**src/rtl/nibbler_io_pkg.sv**
```systemverilog
// Shared defaults and types for the Nibbler output-port bank.
package nibbler_io_pkg;

  localparam int unsigned DefWidth    = 4;
  localparam int unsigned DefChannels = 4;
  localparam int unsigned DefDepth    = 4;

  // Select bus stays at least one bit wide even for a single channel.
  function automatic int unsigned sel_width(input int unsigned channels);
    return (channels > 1) ? $clog2(channels) : 1;
  endfunction

  typedef struct packed {
    logic valid;
    logic full;
    logic ovf;
  } chan_status_t;

endpackage

```
**src/rtl/out_chan_fifo.sv**
```systemverilog
// One output channel: circular FIFO with count, pointers and a sticky overflow flag.
module out_chan_fifo
  import nibbler_io_pkg::*;
#(
  parameter int unsigned Width = DefWidth,
  parameter int unsigned Depth = DefDepth
) (
  input  logic             clk,
  input  logic             reset,
  input  logic             push,
  input  logic [Width-1:0] data,
  input  logic             ack,
  input  logic             clr_ovf,
  output logic [Width-1:0] head,
  output chan_status_t     status
);

  localparam int unsigned PtrW = $clog2(Depth);
  localparam int unsigned CntW = $clog2(Depth + 1);

  logic [Width-1:0] mem_q [Depth];
  logic [PtrW-1:0]  rd_ptr_q, wr_ptr_q;
  logic [CntW-1:0]  count_q;
  logic             ovf_q;
  logic             is_full, is_valid, pop, push_ok, ovf_set;

  always_comb begin
    is_full  = (count_q == CntW'(Depth));
    is_valid = (count_q != '0);
    pop      = ack && is_valid;
    // A pop frees the slot in the same cycle, so a full channel still accepts.
    push_ok  = push && (!is_full || pop);
    ovf_set  = push && is_full && !pop;
  end

  always_ff @(posedge clk or negedge reset) begin
    if (!reset) begin
      rd_ptr_q <= '0;
      wr_ptr_q <= '0;
      count_q  <= '0;
      ovf_q    <= 1'b0;
    end else begin
      if (push_ok) wr_ptr_q <= wr_ptr_q + PtrW'(1);
      if (pop)     rd_ptr_q <= rd_ptr_q + PtrW'(1);
      unique case ({push_ok, pop})
        2'b10:   count_q <= count_q + CntW'(1);
        2'b01:   count_q <= count_q - CntW'(1);
        default: count_q <= count_q;
      endcase
      if (ovf_set)      ovf_q <= 1'b1;
      else if (clr_ovf) ovf_q <= 1'b0;
    end
  end

  // Storage needs no reset: head is gated by valid.
  always_ff @(posedge clk) begin
    if (push_ok) mem_q[wr_ptr_q] <= data;
  end

  always_comb begin
    head         = is_valid ? mem_q[rd_ptr_q] : '0;
    status.valid = is_valid;
    status.full  = is_full;
    status.ovf   = ovf_q;
  end

endmodule

```
**src/rtl/out_port_bank.sv**
```systemverilog
// Bank of independent FIFO-backed output ports written from the Nibbler data bus.
module out_port_bank
  import nibbler_io_pkg::*;
#(
  parameter int unsigned WIDTH    = DefWidth,
  parameter int unsigned CHANNELS = DefChannels,
  parameter int unsigned DEPTH    = DefDepth
) (
  input  logic                                clk,
  input  logic                                reset,
  input  logic                                enable,
  input  logic [WIDTH-1:0]                    D,
  input  logic [sel_width(CHANNELS)-1:0]      sel,
  input  logic [CHANNELS-1:0]                 ack,
  input  logic                                clr_ovf,
  output logic [CHANNELS*WIDTH-1:0]           Q,
  output logic [CHANNELS-1:0]                 valid,
  output logic [CHANNELS-1:0]                 full,
  output logic [CHANNELS-1:0]                 ovf
);

  localparam int unsigned SelW = sel_width(CHANNELS);

  chan_status_t st [CHANNELS];

  for (genvar c = 0; c < CHANNELS; c++) begin : g_chan
    logic push_c;

    // Out-of-range selects match no channel and are dropped silently.
    assign push_c = enable && (sel == SelW'(c));

    out_chan_fifo #(
      .Width (WIDTH),
      .Depth (DEPTH)
    ) u_fifo (
      .clk     (clk),
      .reset   (reset),
      .push    (push_c),
      .data    (D),
      .ack     (ack[c]),
      .clr_ovf (clr_ovf),
      .head    (Q[c*WIDTH +: WIDTH]),
      .status  (st[c])
    );

    assign valid[c] = st[c].valid;
    assign full[c]  = st[c].full;
    assign ovf[c]   = st[c].ovf;
  end

endmodule
```
**config.mk**
```make
export PLATFORM = sky130hd
export DESIGN_NAME = out_port_bank
export DESIGN_NICKNAME = d
export VERILOG_FILES = /design/src/rtl/nibbler_io_pkg.sv /design/src/rtl/out_chan_fifo.sv /design/src/rtl/out_port_bank.sv
export SDC_FILE = /design/constraint.sdc
export NUM_CORES = 1
export LEC_CHECK = 0
export BUFFER_PORTS_ARGS = -buffer_cell sky130_fd_sc_hd__clkbuf_2
export CAP_MARGIN = 20
export CORE_MARGIN = 2
export CORE_UTILIZATION = 58
export DETAILED_ROUTE_END_ITERATION = 7
export HOLD_SLACK_MARGIN = 0.15
export PLACE_DENSITY = 0.8
export SYNTH_ARGS = -nofsm -noshare
export SYNTH_HDL_FRONTEND = slang
export SYNTH_SLANG_ARGS = --single-unit
export TNS_END_PERCENT = 100
```
**constraint.sdc**
```tcl
create_clock -name clk -period 2.5 [get_ports clk]
set_input_delay 0.125 -clock clk [delete_from_list [all_inputs] [get_ports clk]]
set_output_delay 0.125 -clock clk [all_outputs]
set_load 0.005 [all_outputs]
```
Word level (Yosys, flattened, before mapping) --
Memories as Yosys holds them, arrays and structs flattened. Cells that the tools add are included. Widths: inputs -> output; s select.
Storage, ports and cells: flip-flop bits (word level) 32, memory bits (writable) 64, bits of input ports 14, output and inout bits 28, word-level logic and storage cells 117, memories kept 4
Cells by class: add/subtract/negate cells 16, eq/ne operators 15, multiplexer cells 21, reduce and logical (&&, ||, !) cells 45
Memory list:
- g_chan[0].u_fifo.mem_q | depth 4, bits a word 4, rd ports 1, clocked after memory_dff 0, wr ports 1, RTL line out_chan_fifo.sv:21 | logic [Width-1:0] mem_q [Depth];
- g_chan[1].u_fifo.mem_q | depth 4, bits a word 4, rd ports 1, clocked after memory_dff 0, wr ports 1, RTL line out_chan_fifo.sv:21
- g_chan[2].u_fifo.mem_q | depth 4, bits a word 4, rd ports 1, clocked after memory_dff 0, wr ports 1, RTL line out_chan_fifo.sv:21
- g_chan[3].u_fifo.mem_q | depth 4, bits a word 4, rd ports 1, clocked after memory_dff 0, wr ports 1, RTL line out_chan_fifo.sv:21
Operator list (count):
- $pmux 3 s2 | 4
- $logic_and 1x1->1 | 20
- $add 2x1->2 const B | 8
- $mux 4 | 4
- $reduce_bool 2->1 | 8
- $mux 1 | 13
- $add 3x1->3 const B | 4
- $eq 2x2->1 const B | 6
- $eq 3x3->1 const B | 4
- $reduce_bool 3->1 | 4
- $sub 3x1->3 const B | 4
- $eq 2x1->1 const B | 5
- $logic_not 1->1 | 8
- $logic_or 1x1->1 | 4
- $logic_not 2->1 | 1

Logic depth before layout (Yosys ltp) --
Gate-level depths: netlist of the first run.
depth in word-level cells 6, gate-level depth with buffers 10, depth with buffers taken out 10

By module --
Synthesis of the first run repeated with hierarchy kept, for this count alone.
Second synthesis, totals: cell total of the unflattened synthesis 339, area total of the unflattened synthesis 4869.7 um^2
Modules (own cells, without submodules):
- out_chan_fifo at g_chan[1].u_fifo ... | instances 3, cells an instance 83, area an instance 1203.7 um^2, sequential area each 680.7 um^2
- out_chan_fifo at g_chan[0].u_fifo | instances 1, cells an instance 86, area an instance 1221.2 um^2, sequential area each 680.7 um^2
- out_port_bank | instances 1, cells an instance 4, area an instance 37.5 um^2, sequential area each 0.0 um^2

Worst setup path before layout of the first run --
OpenSTA, ideal clock, no wires.
kind register to register, start point register g_chan[2].u_fifo.count_q[2], end point register g_chan[2].u_fifo.count_q[2], setup time 124 ps, data arrival time 1963 ps, data required time 2376 ps, path slack 413 ps, stages on the path, launching flop included 8, path buffers 1, clock period less this slack 2087 ps, cell sequence dfrtp_1 or3_1 clkbuf_1 nand3_1 fa_1 or3_1 and3_1 a211o_1
Between the ends: word-level cells in the longest chain between the ends 6, elaborated cells between the ends (all ways) 12, those cells by class 2 x add/sub; 3 x eq/ne; 1 x mux; 6 x reduce/logical
RTL lines:
- from (decl) | RTL line out_chan_fifo.sv:23 | logic [CntW-1:0] count_q;
- from (signal assigned) | RTL line out_chan_fifo.sv:46 | 2'b10: count_q <= count_q + CntW'(1);
- from (signal assigned) | RTL line out_chan_fifo.sv:47 | 2'b01: count_q <= count_q - CntW'(1);
- from (signal assigned) | RTL line out_chan_fifo.sv:48 | default: count_q <= count_q;
- $reduce_bool 3->1 (*) | RTL line out_chan_fifo.sv:29 | is_valid = (count_q != '0);
- net g_chan[2].u_fifo.is_valid | RTL line out_chan_fifo.sv:25 | logic is_full, is_valid, pop, push_ok, ovf_set;
- $logic_and 1x1->1 (*) | RTL line out_chan_fifo.sv:30 | pop = ack && is_valid;
- $logic_or 1x1->1 | RTL line out_chan_fifo.sv:32 | push_ok = push && (!is_full || pop);
- $logic_and 1x1->1 | RTL line out_chan_fifo.sv:32
- $eq 2x1->1 or $eq 2x2->1 (tied branches) | RTL line out_chan_fifo.sv:45 | unique case ({push_ok, pop})
- $pmux 3 s2 or $reduce_bool 2->1 (tied branches)
The timed path passes the listed nets; every way through them passes the cells marked *. A chain may end at the register's enable or synchronous reset.

Worst setup path in the final report of the first run --
start point register g_chan[3].u_fifo.count_q[0], end point register g_chan[3].u_fifo.count_q[2]
Between the ends: word-level cells in the longest chain between the ends 6, elaborated cells between the ends (all ways) 12, those cells by class 2 x add/sub; 3 x eq/ne; 1 x mux; 6 x reduce/logical
RTL lines (RTL line):
- from (decl) | out_chan_fifo.sv:23
- from (signal assigned) | out_chan_fifo.sv:46
- from (signal assigned) | out_chan_fifo.sv:47
- from (signal assigned) | out_chan_fifo.sv:48
- $eq 3x3->1 or $reduce_bool 3->1 (tied branches) | out_chan_fifo.sv:28, out_chan_fifo.sv:29
- $logic_not 1->1 or $logic_and 1x1->1 (tied branches) | out_chan_fifo.sv:32, out_chan_fifo.sv:30
- $logic_or 1x1->1 | out_chan_fifo.sv:32
- $logic_and 1x1->1 | out_chan_fifo.sv:32
- $eq 2x1->1 or $eq 2x2->1 (tied branches) | out_chan_fifo.sv:45
- $pmux 3 s2 or $reduce_bool 2->1 (tied branches)
Several ways; a longest one is shown, not always the timed one.

==> summary.md, run 1 <==
| Metric | Value |
|---|---|
| Period Utilization, post-route | `roughly nine tenths` |
| Synth Area in Adders | `under 10%` |
| Clock share of power | `a little under a fifth` |
| CTS Buf Count | `9` |
| Gate power share | `between 30% and 40%` |
| Number of global-route vias before repair | `2472` |
| GR Util met2 | `between 30% and 40%` |
| Leakage Power | `just under 2 nW` |
| Synth Area in XOR/XNOR | `under 10%` |
| Crit path time final | `between 2 and 2.5 ns` |
| Clk_lat worst skew | `0.36 ns` |
| Status | `completed` |
| GRT overflow | `0` |
| Yosys top cell by area | `edfxtp_1` |
| Pin count of the biggest net entering global routing | `33` |
| Die width | `just over 90 µm` |
| Clock skew | `between 0.01 and 0.015 ns` |
| Post-Syn Instances | `between 200 and 300` |
| Compound-Gate Fraction of Synth Area | `roughly 1.8%` |
| Final WL | `7170 µm` |
| Die Ht | `just over 90 µm` |
| NumNets Final | `about 380` |
| Num rows | `31` |
| Syn_nets | `between 300 and 400` |
| Share of layout cells above drive strength 1 | `a little under a quarter` |
| Largest family of logic cells by synthesized area | `simple AND/OR/NAND/NOR gates` |
| Cell internal pwr | `approximately 3.3 mW` |
| Core area | `0.00733 mm²` |
| Post-route DRC | `0` |
| Mapped Area | `between 0.004 and 0.005 mm²` |
| Post-synthesis simple-gate area fraction | `9.94%` |
| Grt met1 use | `~23%` |
| Power per cell area | `slightly above 1000 mW/mm²` |
| Slew @ Worst Pin | `between 0.8 and 0.9 ns` |
| Crit end category | `flop` |
| Clock sink count | `96` |
| Starting density of the core | `between 60 and 70%` |
| Clk slew on worst S/H paths | `~0.090 ns` |
| Area share of the largest cell type after synthesis | `43.5%` |
| CTS root buf | `clkbuf_8` |
| Final hold vios | `0` |
| Register bit total from synthesis | `96` |
| Ant diodes | `0` |
| Port Buf Inserts | `between 40 and 50` |
| H-tree Lvls | `3` |
| Synth warn | `0` |
| M3 GR Usage | `3.73%` |
| RSZ-0062 raised after global routing | `no` |
| Post-synthesis mux area share | `9.85%` |
| DR iter-0 viols | `87` |
| Final setup violation count | `0` |
| DR WL/cell | `around 16 µm` |
| Final slew viol count | `0` |
| Final TNS setup | `0 ns` |
| Area after DPL | `0.00464 mm²` |
| Largest cells by area after synthesis | `edfxtp_1, dfrtp_1, mux4_2, ha_1, and2_1` |
| Antenna violations before repair | `0` |
| GR peak layer | `met2` |
| CP Max Fanout | `7` |
| Max_cap viols | `0` |
| Critical path class | `flop to flop` |
| Vias | `between 2000 and 2500` |
| Tot Pwr | `around 4.9 mW` |
| Fillers | `between 500 and 600` |
| Post-synthesis to final-layout area growth | `10.7%` |
| Via density | `approximately 5.3` |
| Critical Path Start Type | `flop` |
| Sw Share | `between 30% and 40%` |
| Total GRT Usage | `between 10% and 20%` |
| P_sw | `around 1.6 mW` |
| Min-delay worst type | `input port to flop` |
| Post-synthesis cell type count | `33` |
| Peak VDD IR | `a little over 400 µV` |
| Syn Area/Cell | `14.8 µm²` |
| CTS tree | `done` |
| Slew HR | `between 40% and 50%` |
| WP data required | `about 2.8 ns` |
| DR pass1 iterations | `4` |
| Fmax | `around 0.44 GHz` |
| Post-CTS setup buffer count | `0` |
| Cell area after layout | `approximately 0.0049 mm²` |
| First-pass GRT wire length | `11800 µm` |
| I/O pin total | `42` |
| Final HPWL DP | `about 5200 µm` |
| GP Congestion | `0.765` |
| Seq/Total Area, Yosys | `between 60% and 70%` |
| Clk buf depth | `2` |
| Worst EP arrival | `roughly 2.5 ns` |
| Sequential share of power | `about 48%` |
| Final ANT Viol Nets | `0` |
| Die area | `~0.0083 mm²` |
path summary, 6_finish.rpt:
kind	start	to	slack (ns)	cells past startpoint
worst max-delay path	g_chan[3].u_fifo.count_q[0]	g_chan[3].u_fifo.count_q[2]	0.25	10
worst min-delay path	sel[1]	g_chan[1].u_fifo.ovf_q	0.18	3
worst max register to register	g_chan[3].u_fifo.count_q[0]	g_chan[3].u_fifo.count_q[2]	0.25	10
worst min register to register	g_chan[3].u_fifo.count_q[2]	g_chan[3].u_fifo.count_q[2]	0.50	1
max in group asynchronous	reset	g_chan[2].u_fifo.wr_ptr_q[1]	1.57	2
min in group asynchronous	reset	g_chan[1].u_fifo.wr_ptr_q[0]	0.40	2
layer usage:
| metal | part of all wire (%) | wire [µm] |
|---|---|---|
| met5 | 0 | 0 |
| met4 | 2.1 | 148 |
| met3 | 3.6 | 261 |
| met2 | 53 | 3780 |
| met1 | 42 | 2980 |
area by class of cell:
type	instances	area [µm²]	area share (%)
clock inverter	7	61.3	1.25
inverter	28	105	2.15
multi-input combinational	156	1470	30.1
tap	99	124	2.53
timing repair buffer	49	283	5.78
clock buffer	9	124	2.53
sequential	96	2720	55.7
cells by family after synthesis:
kind of cell / after synthesis
flops: 96
simple gates: 75
buf+inv: 47
xor+xnor: 23
mux: 23
fa+ha+maj: 23
compound gates: 12
flip-flops by register name (all words and copies together) (netlist names):
name	count
g_chan.u_fifo.mem_q	64
g_chan.u_fifo.wr_ptr_q	8
g_chan.u_fifo.rd_ptr_q	8
g_chan.u_fifo.ovf_q	4
g_chan.u_fifo.count_q	12
layout by cell type (no fill, tap or decap), types with 11 or more instances in the layout:
master and count:
clkbuf_2 41, inv_1 28, edfxtp_1 64, xnor2_1 14, ha_1 19, and2_1 35
dfrtp_1 32, mux4_2 16, nand2_1 11
cell usage after synthesis:
cell / n
ha_1: 19
nand3_1: 4
o32ai_1: 1
fa_1: 4
nand4b_1: 1
nor3b_1: 3
nand3b_1: 1
clkbuf_1: 5
a21oi_1: 3
inv_1: 28
o22ai_1: 1
or3b_2: 1
buf_2: 2
nand2_1: 11
mux4_2: 16
nor3_2: 2
mux2i_1: 3
and2_1: 35
a22oi_1: 1
xnor2_1: 14
nand2b_1: 2
nor2b_1: 3
nor2_1: 6
buf_4: 12
o221ai_1: 2
a211o_1: 1
edfxtp_1: 64
and3_1: 1
dfrtp_1: 32
mux2_2: 4
o21ai_0: 3
or3_1: 5
xor2_1: 9
repair_timing:
action                    4_1_cts  5_1_grt
gates resized for setup         0        0
hold endpoints to repair       39        0
hold buffers                    7        0
stage by stage:
step | cells | setup slack, ns | hold WS (ns) | utilization [%]
floorplan | 299 | 0.413 | -0.171 | -
global placement | 421 | 0.341 | 0.269 | 63.3
detailed placement | 421 | 0.290 | 0.289 | 63.3
CTS | 444 | 0.258 | 0.156 | 66.7
global route | 444 | 0.0829 | 0.175 | 66.7
finish | 444 | 0.250 | 0.175 | 66.7
power groups by stage:
stage	Combinational (mW)	Sequential, mW	Clock (mW)
final	1.64	2.34	0.941
after global routing	1.86	2.40	1.02
after CTS	1.68	2.35	0.962
after detailed placement	1.66	2.38	0
after global placement	1.58	2.36	0
after floorplan	1.35	2.22	0
worst max-delay path, stage by stage (launching register included):
cell	delay, ns
dfrtp_1	0.43
nor3b_1	0.30
nand2b_1	0.12
nor2b_1	0.22
inv_1	0.09
ha_1	0.18
inv_1	0.06
fa_1	0.37
xor2_1	0.15
nor2_1	0.11
xor2_1	0.15
No activity file was read; power rests on OpenSTA's default activity.
==> run 2: changes to the inputs <==
--- a/config.mk
+++ b/config.mk
@@ -5,13 +5,13 @@
 export SDC_FILE = /design/constraint.sdc
 export NUM_CORES = 1
 export LEC_CHECK = 0
-export BUFFER_PORTS_ARGS = -buffer_cell sky130_fd_sc_hd__clkbuf_2
 export CAP_MARGIN = 20
 export CORE_MARGIN = 2
 export CORE_UTILIZATION = 58
 export DETAILED_ROUTE_END_ITERATION = 7
+export DONT_BUFFER_PORTS = 1
 export HOLD_SLACK_MARGIN = 0.15
-export PLACE_DENSITY = 0.8
+export PLACE_DENSITY = 0.76
 export SYNTH_ARGS = -nofsm -noshare
 export SYNTH_HDL_FRONTEND = slang
 export SYNTH_SLANG_ARGS = --single-unit
==> run 2 against run 1 <==
Flip-flop and latch count unchanged. Non-clock buffer count decreased by 27. Maximum frequency decreased by 1.9%. Clock-buffer cell count increased by 4. Routed wire length increased by 1.3%. Die area unchanged. Hold slack improved by 0.00079 ns. Sequential power about the same. Critical endpoint is now g_chan[0].u_fifo.count_q[2].
==> summary.md, run 2 (same netlist as run 1, synthesis figures left out) <==
| Metric | Value |
|---|---|
| Post-synthesis to final-layout area growth | `10.2%` |
| Final hold vios | `0 (unchanged)` |
| GP Congestion | `0.737 (-3.5%)` |
| Clock skew | `0.0164 ns (+0.00528 ns)` |
| CTS tree | `done` |
| Slowest stage delay, CP | `0.60 ns (+0.17 ns)` |
| Vias | `2235 (-4.7%)` |
| Worst EP arrival | `2.55 ns (+0.02 ns)` |
| Most common cell after layout, fill and taps aside | `edfxtp_1` |
| Final slew viol count | `0 (unchanged)` |
| Reg with most FFs | `g_chan.u_fifo.mem_q` |
| Largest registers | `g_chan.u_fifo.mem_q (64), g_chan.u_fifo.count_q (12)` |
| DR pass1 iterations | `5 (+1)` |
| Period Utilization, post-route | `91.8% (+1.8 points)` |
| Setup ws final | `0.206 ns (-0.0442 ns)` |
| Clk slew on worst S/H paths | `0.09 ns (about the same)` |
| Die Ht | `91.3 µm (unchanged)` |
| Final HPWL DP | `4990 µm (-4.5%)` |
| I/O pin total | `42 (unchanged)` |
| GRT overflow | `0 (unchanged)` |
| Critical Path Start Type | `input port` |
| DR WL/cell | `17.4 µm (+7.9%)` |
| Share of layout cells above drive strength 1 | `13.5% (-10 points)` |
| Placed Cells incl. Taps | `383 (-9.0%)` |
| Peak VDD IR | `438 µV (+6.2%)` |
| Die area | `0.00833 mm² (unchanged)` |
| Ant diodes | `0 (unchanged)` |
| DR iter-0 viols | `125 (+44%)` |
| Total GRT Usage | `19.7% (+0.74 points)` |
| Highest-count cells in the layout ignoring fill and taps | `edfxtp_1, and2_1, dfrtp_1, inv_1, ha_1` |
| Fmax | `0.436 GHz (-1.9%)` |
| WP data required | `2.76 ns (-0.02 ns)` |
| Status | `completed` |
| Post-CTS setup buffer count | `0 (unchanged)` |
| Worst setup path startpoint | `enable` |
| Number of global-route vias before repair | `2404 (-2.8%)` |
| CP cell instances | `dlygate4sd3_1 -> nand2b_1 -> dlygate4sd3_1 -> nor3_4 -> inv_1 -> ha_1 -> inv_1 -> fa_1 -> xor2_1 -> nor2_1 -> xor2_1` |
| Fillers | `497 (-2.5%)` |
| Die width | `91.3 µm (unchanged)` |
| FF-to-FF setup slack | `0.23 ns (-0.02 ns)` |
| Leakage Power | `1.86 nW (-4.2%)` |
| Power per cell area | `1000 mW/mm² (-0.55%)` |
| Max FFs per register | `64 (unchanged)` |
| Starting density of the core | `60.3% (unchanged)` |
| Register area | `0.00272 mm² (unchanged)` |
| Post-route DRC | `0 (unchanged)` |
| CP Max Fanout | `7 (unchanged)` |
| Reg2Reg Depth | `10 (unchanged)` |
| Min-delay worst type | `input port to flop` |
| H-tree Lvls | `3 (unchanged)` |
| Antenna violations before repair | `0 (unchanged)` |
| Via density | `5.36 (+1.4%)` |
| Pre-CTS setup slack | `0.248 ns (-0.0420 ns)` |
| CP max stage cell | `dlygate4sd3_1` |
| Critical path class | `input port to flop` |
| Area of the multi-input gates | `0.00148 mm² (+0.43%)` |
| Slew @ Worst Pin | `0.636 ns (-0.202 ns)` |
| CTS Buf Count | `9 (unchanged)` |
| Clk buf depth | `2 (unchanged)` |
| Final setup violation count | `0 (unchanged)` |
| Core area | `0.00733 mm² (unchanged)` |
| Slew HR | `57.5% (+13 points)` |
| Final WL | `7270 µm (+1.3%)` |
| RSZ-0062 raised after global routing | `no` |
| Num rows | `31 (unchanged)` |
| Clk_lat worst skew | `0.37 ns (about the same)` |
| Crit Reg-Reg Startpoint | `g_chan[0].u_fifo.count_q[0]` |
| Crit end category | `flop` |
| Worst reg2reg path endpoint | `g_chan[0].u_fifo.count_q[2]` |
| Non-filler cells, final | `417 (-6.1%)` |
| Critical Path Sink | `g_chan[0].u_fifo.count_q[2]` |
| First-pass GRT wire length | `12200 µm (+3.4%)` |
| Pin count of the biggest net entering global routing | `33 (unchanged)` |
| Layout Utilization | `66.5% (-0.27 points)` |
| Clock sink count | `96 (unchanged)` |
| NumNets Final | `350 (-7.2%)` |
| Port Buf Inserts | `0 (-100%)` |
| Final ANT Viol Nets | `0 (unchanged)` |
| Crit path time final | `2.29 ns (+0.0442 ns)` |
| Final TNS setup | `0 ns (unchanged)` |
| Max_cap viols | `0 (unchanged)` |
| CTS root buf | `clkbuf_8` |
| WHS | `0.176 ns (+0.000786 ns)` |
## run 2: changes by cell type in the layout (fill, tap and decap cells not counted), sizes merged
| cell | delta |
|---|---|
| buf | +4 |
| clkbuf | -37 |
| clkinv | +2 |
| clkinvlp | -2 |
| dlygate4sd3 | +10 |
| inv | -4 |
## run 2: what timing repair did
item | in CTS | in global routing
gates resized for setup | 0 | 1
endpoints found under the hold margin | 115 | 0
hold buffers | 18 | 0
setup endpoints to repair | 0 | 2
## run 2: layout make-up
class                   count  share of cell area [%]
flip-flops and latches     96                    55.9
repair buffers             22                    4.52
clock buffers              13                    4.16
inverters                  28                    2.16
multi-input cells         156                    30.4
clock inverters             3                   0.385
well taps                  99                    2.54
## run 2: stage by stage
stage / power [mW] / instance area (µm²)
floorplan: 3.57 / 4420
global placement: 3.74 / 4450
detailed placement: 3.81 / 4450
CTS: 4.92 / 4870
global route: 5.23 / 4870
finish: 4.88 / 4870
## run 2: how the worst min path moves through the flow
stage	slack, ns	to	cells past startpoint	startpoint
2_1_floorplan	-0.17	g_chan[0].u_fifo.count_q[0]	0	reset
4_1_cts	0.16	g_chan[2].u_fifo.count_q[1]	3	ack[2]
5_1_grt	0.21	g_chan[2].u_fifo.count_q[1]	3	ack[2]
6_report	0.18	g_chan[1].u_fifo.wr_ptr_q[0]	3	ack[1]
3_5_place_dp	-0.17	g_chan[1].u_fifo.wr_ptr_q[0]	0	reset
3_3_place_gp	-0.17	g_chan[1].u_fifo.wr_ptr_q[0]	0	reset
## run 2: worst max-delay path, delay by kind of cell
family,cells,cell delay (ns)
buffers and inverters,4,1.31
AND/OR/NAND/NOR,3,0.44
adder cells (fa/ha/maj),2,0.39
XOR/XNOR,2,0.29
## run 2: power breakdown
part	switching (mW)	leakage (nW)	internal, mW	total [mW]
clock	0.523	0.115	0.542	1.07
sequential	0.343	0.963	2.00	2.35
combinational	0.683	0.785	0.788	1.47
## run 2: metal layers
layer	track usage (%)	share of wire (%)	routed length, µm
met4	6.82	1.7	121
met3	6.89	4.6	334
met1	24.4	43	3090
met2	32.6	51	3720
met5	0	0	0
==> run 3: changes to the inputs <==
--- a/config.mk
+++ b/config.mk
@@ -12,6 +12,7 @@
 export DONT_BUFFER_PORTS = 1
 export HOLD_SLACK_MARGIN = 0.15
 export PLACE_DENSITY = 0.76
+export RECOVER_POWER = 25
 export SYNTH_ARGS = -nofsm -noshare
 export SYNTH_HDL_FRONTEND = slang
 export SYNTH_SLANG_ARGS = --single-unit
==> run 3 against run 2 <==
The flow now finishes with violations (capacitance limit, slew limit). Register-to-register slack about the same. Clock power hardly changed. Maximum frequency about the same. Hold slack about the same. Via count is 0.27% higher. First-iteration DRC count grew 3.2%. Utilization fell by 0.22 points. Clock skew rose by 0.0022 ns. Combinational power hardly changed. Flip-flop and latch count is the same. Critical path depth did not move. Largest cell class unchanged. Largest power group unchanged.
==> summary.md, run 3 (same netlist as run 1, synthesis figures left out) <==
| Metric | Value |
|---|---|
| FF-to-FF setup slack | `0.23 ns (about the same)` |
| Number of global-route vias before repair | `2404 (unchanged)` |
| CP cell instances | `dlygate4sd3_1 -> nand2b_1 -> dlygate4sd3_1 -> nor3_4 -> inv_1 -> ha_1 -> inv_1 -> fa_1 -> xor2_1 -> nor2_1 -> xor2_1` |
| Critical Path Start Type | `input port` |
| Min-delay worst type | `input port to flop` |
| Starting density of the core | `60.3% (unchanged)` |
| Final ANT Viol Nets | `0 (unchanged)` |
| Fillers | `500 (+0.60%)` |
| Tot Pwr | `4.88 mW (about the same)` |
| Post-route DRC | `0 (unchanged)` |
| Final HPWL DP | `4990 µm (unchanged)` |
| Critical path class | `input port to flop` |
| Core area | `0.00733 mm² (unchanged)` |
| Final slew viol count | `33 (+33)` |
| GP Congestion | `0.737 (unchanged)` |
| Clk buf depth | `2 (unchanged)` |
| Largest registers | `g_chan.u_fifo.mem_q (64), g_chan.u_fifo.count_q (12)` |
| Crit end category | `flop` |
| Sw Share | `31.7% (about the same)` |
| Share of layout cells above drive strength 1 | `13.2% (-0.31 points)` |
| P_sw | `1.55 mW (about the same)` |
| Worst reg2reg path endpoint | `g_chan[0].u_fifo.count_q[2]` |
| Leakage Power | `1.85 nW (-0.44%)` |
| Post-synthesis to final-layout area growth | `9.88%` |
| Die Ht | `91.3 µm (unchanged)` |
| Period Utilization, post-route | `91.8% (about the same)` |
| Final setup violation count | `0 (unchanged)` |
| First-pass GRT wire length | `12200 µm (unchanged)` |
| Fmax | `0.436 GHz (about the same)` |
| Slowest stage delay, CP | `0.60 ns (about the same)` |
| Power per cell area | `1000 mW/mm² (+0.29%)` |
| Max_cap viols | `1 (+1)` |
| Peak VDD IR | `437 µV (-0.13%)` |
| Sequential share of power | `48.1% (about the same)` |
| Non-filler cells, final | `417 (unchanged)` |
| Ant diodes | `0 (unchanged)` |
| Pre-CTS setup slack | `0.248 ns (unchanged)` |
| Clock share of power | `21.9% (about the same)` |
| H-tree Lvls | `3 (unchanged)` |
| Die area | `0.00833 mm² (unchanged)` |
| CTS root buf | `clkbuf_8` |
| Final hold vios | `0 (unchanged)` |
| Setup ws final | `0.206 ns (-0.000262 ns)` |
| Reg2Reg Depth | `10 (unchanged)` |
| Clock skew | `0.0186 ns (+0.00221 ns)` |
| WHS Path Cells | `3 (unchanged)` |
| CTS tree | `done` |
| CP max stage cell | `dlygate4sd3_1` |
| Via density | `5.37 (+0.27%)` |
| Clk_lat worst skew | `0.37 ns (about the same)` |
| Violated checks | `capacitance limit, slew limit` |
| I/O pin total | `42 (unchanged)` |
| Final TNS setup | `0 ns (unchanged)` |
| Worst EP arrival | `2.55 ns (about the same)` |
| Status | `finished with violations` |
| Post-CTS setup buffer count | `0 (unchanged)` |
| Cell internal pwr | `3.33 mW (about the same)` |
| CP Max Fanout | `7 (unchanged)` |
| Die width | `91.3 µm (unchanged)` |
| Slew HR | `-22.7% (-80 points)` |
| Pin count of the biggest net entering global routing | `33 (unchanged)` |
| Hold endpoint | `g_chan[1].u_fifo.wr_ptr_q[0]` |
| Clock sink count | `96 (unchanged)` |
| GRT overflow | `0 (unchanged)` |
| DR WL/cell | `17.4 µm (about the same)` |
| RSZ-0062 raised after global routing | `no` |
| Gate power share | `30.1% (about the same)` |
| Total GRT Usage | `19.7% (unchanged)` |
| Antenna violations before repair | `0 (unchanged)` |
| Cell family with most CP delay | `buffers and inverters` |
| Port Buf Inserts | `0 (unchanged)` |
| Highest-count cells in the layout ignoring fill and taps | `edfxtp_1, and2_1, dfrtp_1, inv_1, ha_1` |
| CTS Buf Count | `9 (unchanged)` |
| DR iter-0 viols | `129 (+3.2%)` |
| Hold Path Origin | `ack[1]` |
| Layout Utilization | `66.2% (-0.22 points)` |
| DR pass1 iterations | `6 (+1)` |
| NumNets Final | `350 (unchanged)` |
| Clk slew on worst S/H paths | `0.09 ns (about the same)` |
| Reg with most FFs | `g_chan.u_fifo.mem_q` |
| Buf+Inv Stages, Crit Path | `4 (unchanged)` |
| Slew @ Worst Pin | `1.84 ns (+1.20 ns)` |
| Max FFs per register | `64 (unchanged)` |
| Final WL | `7270 µm (about the same)` |
| Num rows | `31 (unchanged)` |
| Vias | `2241 (+0.27%)` |
| Crit path time final | `2.29 ns (+0.000262 ns)` |
| Placed Cells incl. Taps | `383 (unchanged)` |
| Most common cell after layout, fill and taps aside | `edfxtp_1` |
| Crit Reg-Reg Startpoint | `g_chan[0].u_fifo.count_q[0]` |
| WP data required | `2.76 ns (about the same)` |
run 3: cell types whose count changed in the layout (fill, tap and decap cells not counted):
cell | previous run | this run
clkbuf_1 | 1 | 2
buf_12 | 1 | 0
run 3: metrics by stage:
stage / hold slack [ns] / instance area [µm²]
2_1_floorplan: -0.171 / 4420
4_1_cts: 0.164 / 4870
5_1_grt: 0.206 / 4860
3_5_place_dp: -0.170 / 4450
3_3_place_gp: -0.170 / 4450
6_report: 0.176 / 4860
run 3: cell type report:
cell class | instances | area (µm²) | area share [%]
clock inverters | 3 | 18.8 | 0.386
repair buffers | 22 | 204 | 4.20
flip-flops and latches | 96 | 2720 | 56.1
multi-input cells | 156 | 1480 | 30.5
clock buffers | 13 | 203 | 4.17
inverters | 28 | 105 | 2.16
well taps | 99 | 124 | 2.55
run 3: worst max path at each step:
| stage | from | end | slack [ns] | cells after the start |
|---|---|---|---|---|
| global route | g_chan[0].u_fifo.count_q[0] | g_chan[0].u_fifo.count_q[2] | 0.03 | 10 |
| finish | enable | g_chan[0].u_fifo.count_q[2] | 0.21 | 11 |
| detailed placement | g_chan[3].u_fifo.count_q[1] | g_chan[3].u_fifo.count_q[2] | 0.25 | 10 |
| CTS | enable | g_chan[0].u_fifo.count_q[2] | 0.14 | 11 |
| floorplan | g_chan[2].u_fifo.count_q[2] | g_chan[2].u_fifo.count_q[2] | 0.41 | 7 |
| global placement | g_chan[3].u_fifo.count_q[1] | g_chan[3].u_fifo.count_q[2] | 0.29 | 10 |
run 3: power groups by stage:
stage               combinational [mW]  clock [mW]  sequential [mW]
floorplan                         1.35           0             2.22
global placement                  1.37           0             2.37
detailed placement                1.43           0             2.38
CTS                               1.49        1.08             2.35
global route                      1.67        1.14             2.41
finish                            1.47        1.07             2.35
run 3: what timing repair did:
| item | in CTS | in global routing |
|---|---|---|
| hold endpoints to repair | 115 | 0 |
| resized for setup | 0 | 1 |
| endpoints found under the setup margin | 0 | 2 |
| hold buffers | 18 | 0 |
run 3: worst reg2reg max path: stages (launching register included):
cell and delay (ns):
dfrtp_1 0.43, nor3b_1 0.27, nor2b_1 0.32, nor3_4 0.10, inv_1 0.07, ha_1 0.17
inv_1 0.06, fa_1 0.37, xor2_1 0.15, nor2_1 0.12, xor2_1 0.15
run 3: per-layer routing:
| metal | track usage [%] | share of wire, % | up-vias | routed length (µm) |
|---|---|---|---|---|
| met5 | 0 | 0 | - | 0 |
| met4 | 6.82 | 1.7 | 0 | 121 |
| met3 | 6.89 | 4.3 | 10 | 312 |
| met2 | 32.6 | 51 | 36 | 3730 |
| met1 | 24.4 | 43 | 1137 | 3110 |
| li1 | - | - | 1058 | - |
